$ cat src/rtl/exu_cal_arb_pkg.sv
// Shared types and constants for the execute-stage cal unit arbiter.
package exu_cal_arb_pkg;

  // Width of the common cal op-bundle.
  localparam int CAL_OPB_SIZE = 40;

  // Requester slots on the request vector.
  localparam int ARB_ALU = 0;
  localparam int ARB_BJU = 1;
  localparam int ARB_LSU = 2;
  localparam int ARB_MDU = 3;

  typedef enum logic [1:0] {
    ARB_IDLE = 2'd0,
    ARB_BUSY = 2'd1,
    ARB_RESP = 2'd2
  } arb_state_e;

endpackage

$ cat src/rtl/exu_cal_arb_rr_pick.sv
// Combinational round-robin picker: first set request at or after ptr_i,
// wrapping modulo N. Outputs are all-zero when no request is set.
module exu_cal_arb_rr_pick #(
  parameter int N  = 4,
  parameter int PW = 2
) (
  input  logic [N-1:0]  req_i,
  input  logic [PW-1:0] ptr_i,
  output logic [N-1:0]  gnt_oh_o,
  output logic [PW-1:0] gnt_idx_o
);

  // One extra bit so ptr + offset (< 2N) never overflows before the wrap.
  localparam int SW = PW + 1;

  // Scan slots in priority order starting at the pointer; first hit wins.
  always_comb begin
    logic [SW-1:0] slot;
    logic          found;
    gnt_oh_o  = '0;
    gnt_idx_o = '0;
    found     = 1'b0;
    slot      = '0;
    for (int i = 0; i < N; i++) begin
      slot = {1'b0, ptr_i} + SW'(i);
      if (slot >= SW'(N)) slot = slot - SW'(N);
      if (!found && req_i[slot[PW-1:0]]) begin
        found                     = 1'b1;
        gnt_oh_o[slot[PW-1:0]]    = 1'b1;
        gnt_idx_o                 = slot[PW-1:0];
      end
    end
  end

endmodule

$ cat src/rtl/exu_cal_arb.sv
// Round-robin arbiter/sequencer in front of the shared cal unit.
//
//   state | meaning
//   ------+--------------------------------------------------------------
//   IDLE  | waiting for a request; picks a winner and latches its opb
//   BUSY  | opb driven to the cal unit until it reports done
//   RESP  | result held in o_res, one-cycle rdy pulse to the winner
module exu_cal_arb
  import exu_cal_arb_pkg::*;
#(
  parameter int N     = 4,
  parameter int OPB_W = CAL_OPB_SIZE
) (
  input  logic               clk,
  input  logic               rst_n,
  input  logic               i_flush,
  input  logic [N-1:0]       hs_req4arb_val,
  input  logic [N*OPB_W-1:0] i_req_opb,
  output logic [N-1:0]       hs_arb4req_rdy,
  output logic [31:0]        o_res,
  output logic               hs_arb4cal_val,
  output logic [OPB_W-1:0]   o_cal_opb,
  input  logic               i_cal_done,
  input  logic [31:0]        i_cal_res,
  output logic               o_busy
);

  localparam int PW = (N > 1) ? $clog2(N) : 1;

  arb_state_e         state_q, state_d;
  logic [PW-1:0]      ptr_q, ptr_d;
  logic [PW-1:0]      gnt_q, gnt_d;
  logic [N-1:0]       gnt_oh_q, gnt_oh_d;
  logic [OPB_W-1:0]   opb_q, opb_d;
  logic [31:0]        res_q, res_d;

  logic [N-1:0]       pick_oh;
  logic [PW-1:0]      pick_idx;
  logic [PW-1:0]      ptr_after_gnt;
  logic [OPB_W-1:0]   req_opb [N];

  for (genvar k = 0; k < N; k++) begin : g_opb_slice
    assign req_opb[k] = i_req_opb[k*OPB_W +: OPB_W];
  end

  exu_cal_arb_rr_pick #(
    .N  (N),
    .PW (PW)
  ) u_rr_pick (
    .req_i     (hs_req4arb_val),
    .ptr_i     (ptr_q),
    .gnt_oh_o  (pick_oh),
    .gnt_idx_o (pick_idx)
  );

  assign ptr_after_gnt = (gnt_q == PW'(N - 1)) ? '0 : gnt_q + PW'(1);

  // Next-state and hold-register updates; flush always returns to IDLE
  // and leaves the round-robin pointer untouched.
  always_comb begin
    state_d  = state_q;
    ptr_d    = ptr_q;
    gnt_d    = gnt_q;
    gnt_oh_d = gnt_oh_q;
    opb_d    = opb_q;
    res_d    = res_q;
    unique case (state_q)
      ARB_IDLE: begin
        if (!i_flush && (|hs_req4arb_val)) begin
          state_d  = ARB_BUSY;
          gnt_d    = pick_idx;
          gnt_oh_d = pick_oh;
          opb_d    = req_opb[pick_idx];
        end
      end
      ARB_BUSY: begin
        if (i_flush) begin
          state_d = ARB_IDLE;
        end else if (i_cal_done) begin
          res_d   = i_cal_res;
          state_d = ARB_RESP;
        end
      end
      ARB_RESP: begin
        // The rdy pulse is already on the wire this cycle; a flush here
        // only suppresses the pointer advance.
        state_d = ARB_IDLE;
        if (!i_flush) ptr_d = ptr_after_gnt;
      end
      default: state_d = ARB_IDLE;
    endcase
  end

  // State, pointer and hold registers.
  always_ff @(posedge clk or negedge rst_n) begin
    if (!rst_n) begin
      state_q  <= ARB_IDLE;
      ptr_q    <= '0;
      gnt_q    <= '0;
      gnt_oh_q <= '0;
      opb_q    <= '0;
      res_q    <= '0;
    end else begin
      state_q  <= state_d;
      ptr_q    <= ptr_d;
      gnt_q    <= gnt_d;
      gnt_oh_q <= gnt_oh_d;
      opb_q    <= opb_d;
      res_q    <= res_d;
    end
  end

  // All outputs decode from registered state only, so none of them has a
  // combinational path from the requester or cal unit inputs.
  assign hs_arb4cal_val = (state_q == ARB_BUSY);
  assign o_cal_opb      = hs_arb4cal_val ? opb_q : '0;
  assign hs_arb4req_rdy = (state_q == ARB_RESP) ? gnt_oh_q : '0;
  assign o_res          = res_q;
  assign o_busy         = (state_q != ARB_IDLE);

endmodule
$ cat config.mk
export PLATFORM = sky130hd
export DESIGN_NAME = exu_cal_arb
export DESIGN_NICKNAME = d
export VERILOG_FILES = /design/src/rtl/exu_cal_arb_pkg.sv /design/src/rtl/exu_cal_arb_rr_pick.sv /design/src/rtl/exu_cal_arb.sv
export SDC_FILE = /design/constraint.sdc
export NUM_CORES = 1
export LEC_CHECK = 0
export CORE_UTILIZATION = 35
export CTS_CLUSTER_SIZE = 40
export DETAILED_ROUTE_END_ITERATION = 16
export PLACE_DENSITY = 0.8
export SKIP_CTS_REPAIR_TIMING = 1
export SYNTH_ARGS = -nofsm -noshare
export SYNTH_HDL_FRONTEND = slang
export SYNTH_SLANG_ARGS = --single-unit
$ cat constraint.sdc
create_clock -name clk -period 3.1 [get_ports clk]
set_clock_uncertainty 0.2 [all_clocks]
set_input_delay 0.31 -clock clk [delete_from_list [all_inputs] [get_ports clk]]
set_output_delay 0.31 -clock clk [all_outputs]
set_load 0.03 [all_outputs]
==> flow_summary_export.csv <==
group,metric,value,unit
setup_path,crit_family,"multiplexers",
clocking,htreeDepth,3,
power,irDropWorstVdd,0.432,mV
timing,timing.fmax,0.341,GHz
logic_synthesis,synthAdderAreaFrac,1.56,%
placed_design,dp_hpwl,11800,µm
power,p_int,0.00416,W
status,outcome,"finished with violations",
global_routing,grt_usage,21.8,%
cells_and_area,final_core_util,60.8,%
clocking,clk_latency,0.34,ns
power,p_sw,0.00274,W
clocking,cts_buffer_depth,2,
timing,worst_slew_pin_slew,1.07,ns
setup_path,critPathBufInv,3,
routing,drc,0,
logic_synthesis,yosysWarnings,0,
clocking,cts_tree,"yes",
setup_path,cp.arrival,2.94,ns
timing,hold-worst-slack,-0.0512,ns
routing,drt_first_iter_violations,284,
timing,maxSlewViolCount,0,
setup_path,r2r_cells,9,
placed_design,io_buffers,277,
cells_and_area,syn2layout_area_growth,68.3,%
setup_path,crit_slowest_cell,"mux4_2",
logic_synthesis,synth_top_area_share,42.6,%
setup_path,cpMostUsedCell,"buf_12",
clocking,cts_root_buf,"clkbuf_16",
logic_synthesis,synth_flop_cell,"dfrtp_1",
power,pwr-share-clk,16.6,%
logic_synthesis,ys_seq_area_share,42.6,%
logic_synthesis,syn_nets,632,
timing,period_minus_slack,2.93,ns
logic_synthesis,yosys.area.top_type,"dfrtp_1",
setup_path,critPathRequiredTime,3.11,ns
power,p_per_area,851,nW/µm²
die,die_h,119,µm
timing,setup_viol,0,
die,core,13300,µm²
setup_path,cp_slowest_stage_delay,0.60,ns
routing,viasPerCell,5.12,
clocking,cts_buffers,9,
routing,finalWirelength,15500,µm
die,rows,42,
timing,finalCritPeriodShare,94.5,%
power,total_power,0.00690,W
logic_synthesis,synth-xor-area-share,0,%
setup_path,worstPathMaxFanout,19,
cells_and_area,diodes,0,
timing,setup_tns,0,ns
logic_synthesis,syn_avg_cell_area,11.3,µm²
routing,avgRoutedWirePerCell,17.6,µm
timing,slew_headroom,28.9,%
die,die_area,14200,µm²
placed_design,dp_slack,0.0649,ns
min_path,hold_path.class,"in2async",
setup_path,end_kind,"register",
global_routing,antenna_found_initial,0,
die,die_w,119,µm
clocking,clk_pin_slew_worst_paths,0.07,ns
setup_path,start_kind,"register",
routing,num_vias,4523,
flow_run,maxCapViolCount,0,
status,violations,"negative hold slack",
power,p_comb_share,58.2,%
logic_synthesis,synth.mux.area_fraction,26.1,%
logic_synthesis,synthSimpleGateAreaFrac,12.3,%
setup_path,cp.depth,9,
power,switching_share,39.7,%
routing,antenna_left,0,
logic_synthesis,synth-seq-cells,82,
logic_synthesis,synthTopCellsByCount,"82 x dfrtp_1, 82 x mux2i_1, 48 x nand2_1, 44 x and2_1, 40 x o221ai_1",
timing,rsz0062_at_grt,"no",
power,leakage,3.55,nW
routing,detail_route.first_pass.iterations,5,
global_routing,grt_pass1_vias,4814,
setup_path,cp_cell_sequence,"inv_1 > ha_2 > mux4_2 > nor2b_4 > o31a_2 > buf_12 > buf_12 > mux2i_1 > o221ai_1",
logic_synthesis,synth_edf_count,0,
global_routing,grt_pass1_wl,24300,µm
die,initial_core_util,36.1,%
power,p_seq_share,25.2,%
timing,layout_setup_ws,0.169,ns
global_routing,grt_max_degree,83,
logic_synthesis,synth.distinct_cells,34,
timing,hold_viol_final,74,
cells_and_area,fin_nets,908,
logic_synthesis,synth-async-reset-ratio,100,%
die,io_pins,278,
logic_synthesis,synth_top_family_by_area,"multiplexers",
clocking,cts.sinks,82,
logic_synthesis,synthTopCellsByArea,"dfrtp_1 43%, mux2i_1 17%, o221ai_1 7.3%",
placed_design,place_congestion,0.875,
setup_path,path_class,"reg2reg",
cells_and_area,drive_gt1_share,8.91,%
logic_synthesis,netlist_instances,426,
logic_synthesis,synth_compound_area_share,11.1,%
global_routing,globalRouteOverflowTotal,0,
logic_synthesis,synth.cell_area,4820,µm²
==> registers in the layout (all words and copies together) (netlist names) <==
signal / flops
gnt_oh_q: 4
o_res: 32
gnt_q: 2
state_q: 2
ptr_q: 2
opb_q: 40
==> power groups by stage <==
| stage | clock network (W) | registers [W] | logic, W |
|---|---|---|---|
| 3_5_place_dp | 0 | 0.00176 | 0.00393 |
| 2_1_floorplan | 0 | 0.00200 | 0.00259 |
| 3_3_place_gp | 0 | 0.00173 | 0.00382 |
| 6_report | 0.00115 | 0.00174 | 0.00401 |
| 5_1_grt | 0.00121 | 0.00179 | 0.00430 |
| 4_1_cts | 0.00118 | 0.00174 | 0.00395 |
==> area by class of cell <==
type                    count  area (µm²)
fillers                  1097        5240
repair buffers            299        3020
multi-input cells         305        2480
flip-flops and latches     82        2050
clock buffers               9         225
well taps                 176         220
clock inverters             7        92.6
inverters                   5        18.8
==> stage by stage <==
stage               std cells  instance area, µm²
floorplan                 426                4820
global placement          866                7760
detailed placement        866                7760
CTS                       882                8080
global route              883                8110
finish                    883                8110
==> cell usage in the layout (no fill, tap or decap), drive strengths merged, types with 3 or more instances in the layout <==
cell	Yosys	layout
inv	5	10
dfrtp	82	82
a22oi	4	4
clkdlybuf4s50	0	276
nor2	10	10
and2	44	44
nor2b	3	3
nand2	48	48
mux2	33	33
clkbuf	23	10
o21ai	12	12
buf	11	22
ha	6	6
mux2i	83	83
o221ai	40	40
a221oi	4	4
==> worst register-to-register path: stages, from the launching register on <==
cell	delay, ns
dfrtp_1	0.35
inv_1	0.06
ha_2	0.41
mux4_2	0.60
nor2b_4	0.20
o31a_2	0.19
buf_12	0.18
buf_12	0.21
mux2i_1	0.26
o221ai_1	0.13
==> per-layer routing <==
metal | GRT usage (%) | part of all wire (%) | wire length (µm)
met1 | 24.5 | 38 | 5930
met2 | 38.4 | 51 | 7900
met3 | 5.65 | 8.0 | 1240
met4 | 10.5 | 2.8 | 427
met5 | 0 | 0 | 0
==> cell families after synthesis <==
kind of cell    Yosys count
mux                     118
flops                    82
fa+ha+maj                 6
buf+inv                  39
compound gates           67
simple gates            114
==> path summary, 6_finish.rpt <==
kind,slack (ns),from,endpoint
max in group asynchronous,2.07,rst_n,opb_q[33]
worst min register to register,0.28,opb_q[35],opb_q[35]
worst max-delay path,0.17,ptr_q[1],opb_q[22]
worst max register to register,0.17,ptr_q[1],opb_q[22]
min in group clk,0.28,opb_q[35],opb_q[35]
worst min-delay path,-0.05,rst_n,opb_q[34]
(Power assumes the default switching activity.)
==> edit: new RTL, same settings <==
Encoding of `arb_state_e`: now one-hot (3 bits for 3 states).
--- a/src/rtl/exu_cal_arb_pkg.sv
+++ b/src/rtl/exu_cal_arb_pkg.sv
@@ -10,10 +10,10 @@
   localparam int ARB_LSU = 2;
   localparam int ARB_MDU = 3;
 
-  typedef enum logic [1:0] {
-    ARB_IDLE = 2'd0,
-    ARB_BUSY = 2'd1,
-    ARB_RESP = 2'd2
+  typedef enum logic [2:0] {
+    ARB_IDLE = 3'b001,
+    ARB_BUSY = 3'b010,
+    ARB_RESP = 3'b100
   } arb_state_e;
 
 endpackage
Check against the original RTL: same outputs for any inputs over 4 cycles, from zero or initial values and one cycle with rst_n low; so few cycles prove little.
==> edit against the original RTL <==
Design area is 1.8% higher. Synthesized area is 0.60% higher. Sequential cell count is 1 higher. Worst setup slack worse by 0.0019 ns. Routed wire length is 5.1% higher. Total power is 15% lower. Via count is 6.7% higher. Sequential share of layout area is 0.12 points lower. Highest routed layer unchanged.
==> edit: results (changes against the original RTL) <==
| Metric | Value |
|---|---|
| CTS H-tree depth | `3 (unchanged)` |
| Vias | `4824 (+6.7%)` |
| Max Fanout on Critical Path | `7 (-12)` |
| Clock tree from TritonCTS | `built` |
| Path category of the worst min-delay check | `reg2reg` |
| Total CTS buffers | `9 (unchanged)` |
| Max VDD drop | `0.465 mV (+7.6%)` |
| Layout cell share with drive strength beyond 1 | `12.0% (+3.1 points)` |
| Buffer levels on the longest clock path | `2 (unchanged)` |
| Worst hold margin | `0.280 ns (+0.331 ns)` |
| DRC marker count from the first detailed-route iteration | `322 (+13%)` |
| Cell family contributing the most delay on the critical path | `simple AND/OR/NAND/NOR gates` |
| Rel. slew slack | `46.1% (+17 points)` |
| Sum of net half-perimeters after detailed placement | `12300 um (+4.8%)` |
| Number of iterations in the first detailed-routing pass | `5 (unchanged)` |
| Total of buffers placed on input and output ports | `277 (unchanged)` |
| Final WL | `16300 um (+5.1%)` |
| Sequential element share of the synthesized area | `42.9% (+0.29 points)` |
| Cell at the root of the clock tree | `clkbuf_16` |
| Net count reported at finish | `943 (+3.9%)` |
| Wire length of the first global-routing pass | `25200 um (+3.6%)` |
| Clock slew at reported path FFs | `0.07 ns (about the same)` |
| Top reg by flops | `opb_q` |
| Library cells used by synthesis | `41 (+21%)` |
| Worst EP arrival | `2.98 ns (+0.04 ns)` |
| RD Place Congestion | `0.898 (+2.6%)` |
| Initial antenna violation count | `0 (unchanged)` |
| Synthesized net count | `661 (+4.6%)` |
| Most frequent cells after synthesis | `dfrtp_1 (82), mux2i_1 (74), nand2_1 (51)` |
| Worst setup path endpoint | `opb_q[5]` |
| Antenna cell count | `0 (unchanged)` |
| Flip-flop count of the largest register after layout | `40 (unchanged)` |
| Reg-to-reg slack, setup | `approximately 0.17 ns` |
| Leakage | `3.51 nW (-1.0%)` |
| Largest net degree at the start of global routing | `58 (-30%)` |
| Depth of the worst register-to-register path | `8 (-1)` |
| Largest incremental delay on the critical path | `0.59 ns` |
| Outcome | `finished, final reports clean` |
| Synth top area cells | `dfrtp_1 (42%), mux2i_1 (15%), mux2_2 (7.7%), o221ai_1 (6.0%), and2_1 (5.4%)` |
| Number of global-route vias before repair | `5057 (+5.0%)` |
| Global router's overall resource usage | `22.7% (+0.88 points)` |
| Final setup TNS | `0 ns (unchanged)` |
| Source of the critical timing path | `ptr_q[0]` |
| Share of flip-flops with an asynchronous set or reset after synthesis | `100% (unchanged)` |
| Clock latency reported for the late side of the worst-skew pair | `0.34 ns (about the same)` |
| Critical path's slowest cell | `mux4_2` |
| Warnings from Yosys | `0 (unchanged)` |
==> edit: cell types whose count changed in the layout (fill, tap and decap cells not counted), sizes merged, moves of 4 or more <==
cell,before,now
mux2i,83,74
a221oi,4,0
nor2,10,19
a211o,1,5
a21oi,0,4
o221ai,40,33
nor3,0,4
buf,22,27
o211ai,1,6
and3,0,6
==> edit: kinds of logic (layout without fill, tap and decap cells) <==
family / Yosys count / after routing / synth area share, %
flops: 83 / 83 / 42.9
buf+inv: 38 / 325 / 3.66
fa+ha+maj: 6 / 6 / 1.55
compound gates: 77 / 77 / 12.5
simple gates: 140 / 140 / 14.7
mux: 111 / 111 / 24.8
==> edit: layer usage <==
layer | share of wire, % | GRT usage (%) | vias to the layer above
met1 | 38 | 26.3 | 2314
met2 | 51 | 40.2 | 231
met4 | 2.6 | 9.77 | 0
met5 | 0 | 0 | -
li1 | - | - | 2244
met3 | 8.2 | 4.90 | 35
==> edit: report_power, final <==
| group | switching, mW | internal [mW] |
|---|---|---|
| Sequential | 0.232 | 1.56 |
| Combinational | 1.54 | 1.49 |
| Clock | 0.458 | 0.570 |
==> edit: area by class of cell <==
class / count / area [sq um]
inverters: 5 / 18.8
clock buffers: 10 / 239
multi-input cells: 334 / 2630
clock inverters: 6 / 46.3
repair buffers: 304 / 3030
flip-flops and latches: 83 / 2080
fillers: 1128 / 5140
well taps: 176 / 220
==> edit: worst min-delay path by stage <==
stage / start / cells past startpoint / to
after global placement: rst_n / 1 / o_res[25]
after floorplan: rst_n / 0 / gnt_oh_q[0]
after detailed placement: rst_n / 1 / o_res[25]
after global routing: gnt_q[1] / 2 / gnt_q[1]
final: opb_q[9] / 2 / opb_q[9]
after CTS: rst_n / 1 / o_res[31]
==> edit: metrics by stage <==
stage,instances,utilization [%],area [sq um],setup WS (ns)
2_1_floorplan,455,-,4860,0.00649
3_3_place_gp,901,59.4,7960,0.108
3_5_place_dp,901,59.4,7960,0.0584
4_1_cts,917,61.5,8240,0.162
5_1_grt,918,61.6,8260,0.0395
6_report,918,61.6,8260,0.167
==> edit: worst reg2reg max path: cells and delay by family, from the launching register on <==
family	cells	cell delay [ns]
buffers and inverters	1	0.07
AOI/OAI and AO/OA	2	0.50
DFF	1	0.35
adders and majority gates	1	0.31
and+or+nand+nor	3	0.82
muxes	1	0.59
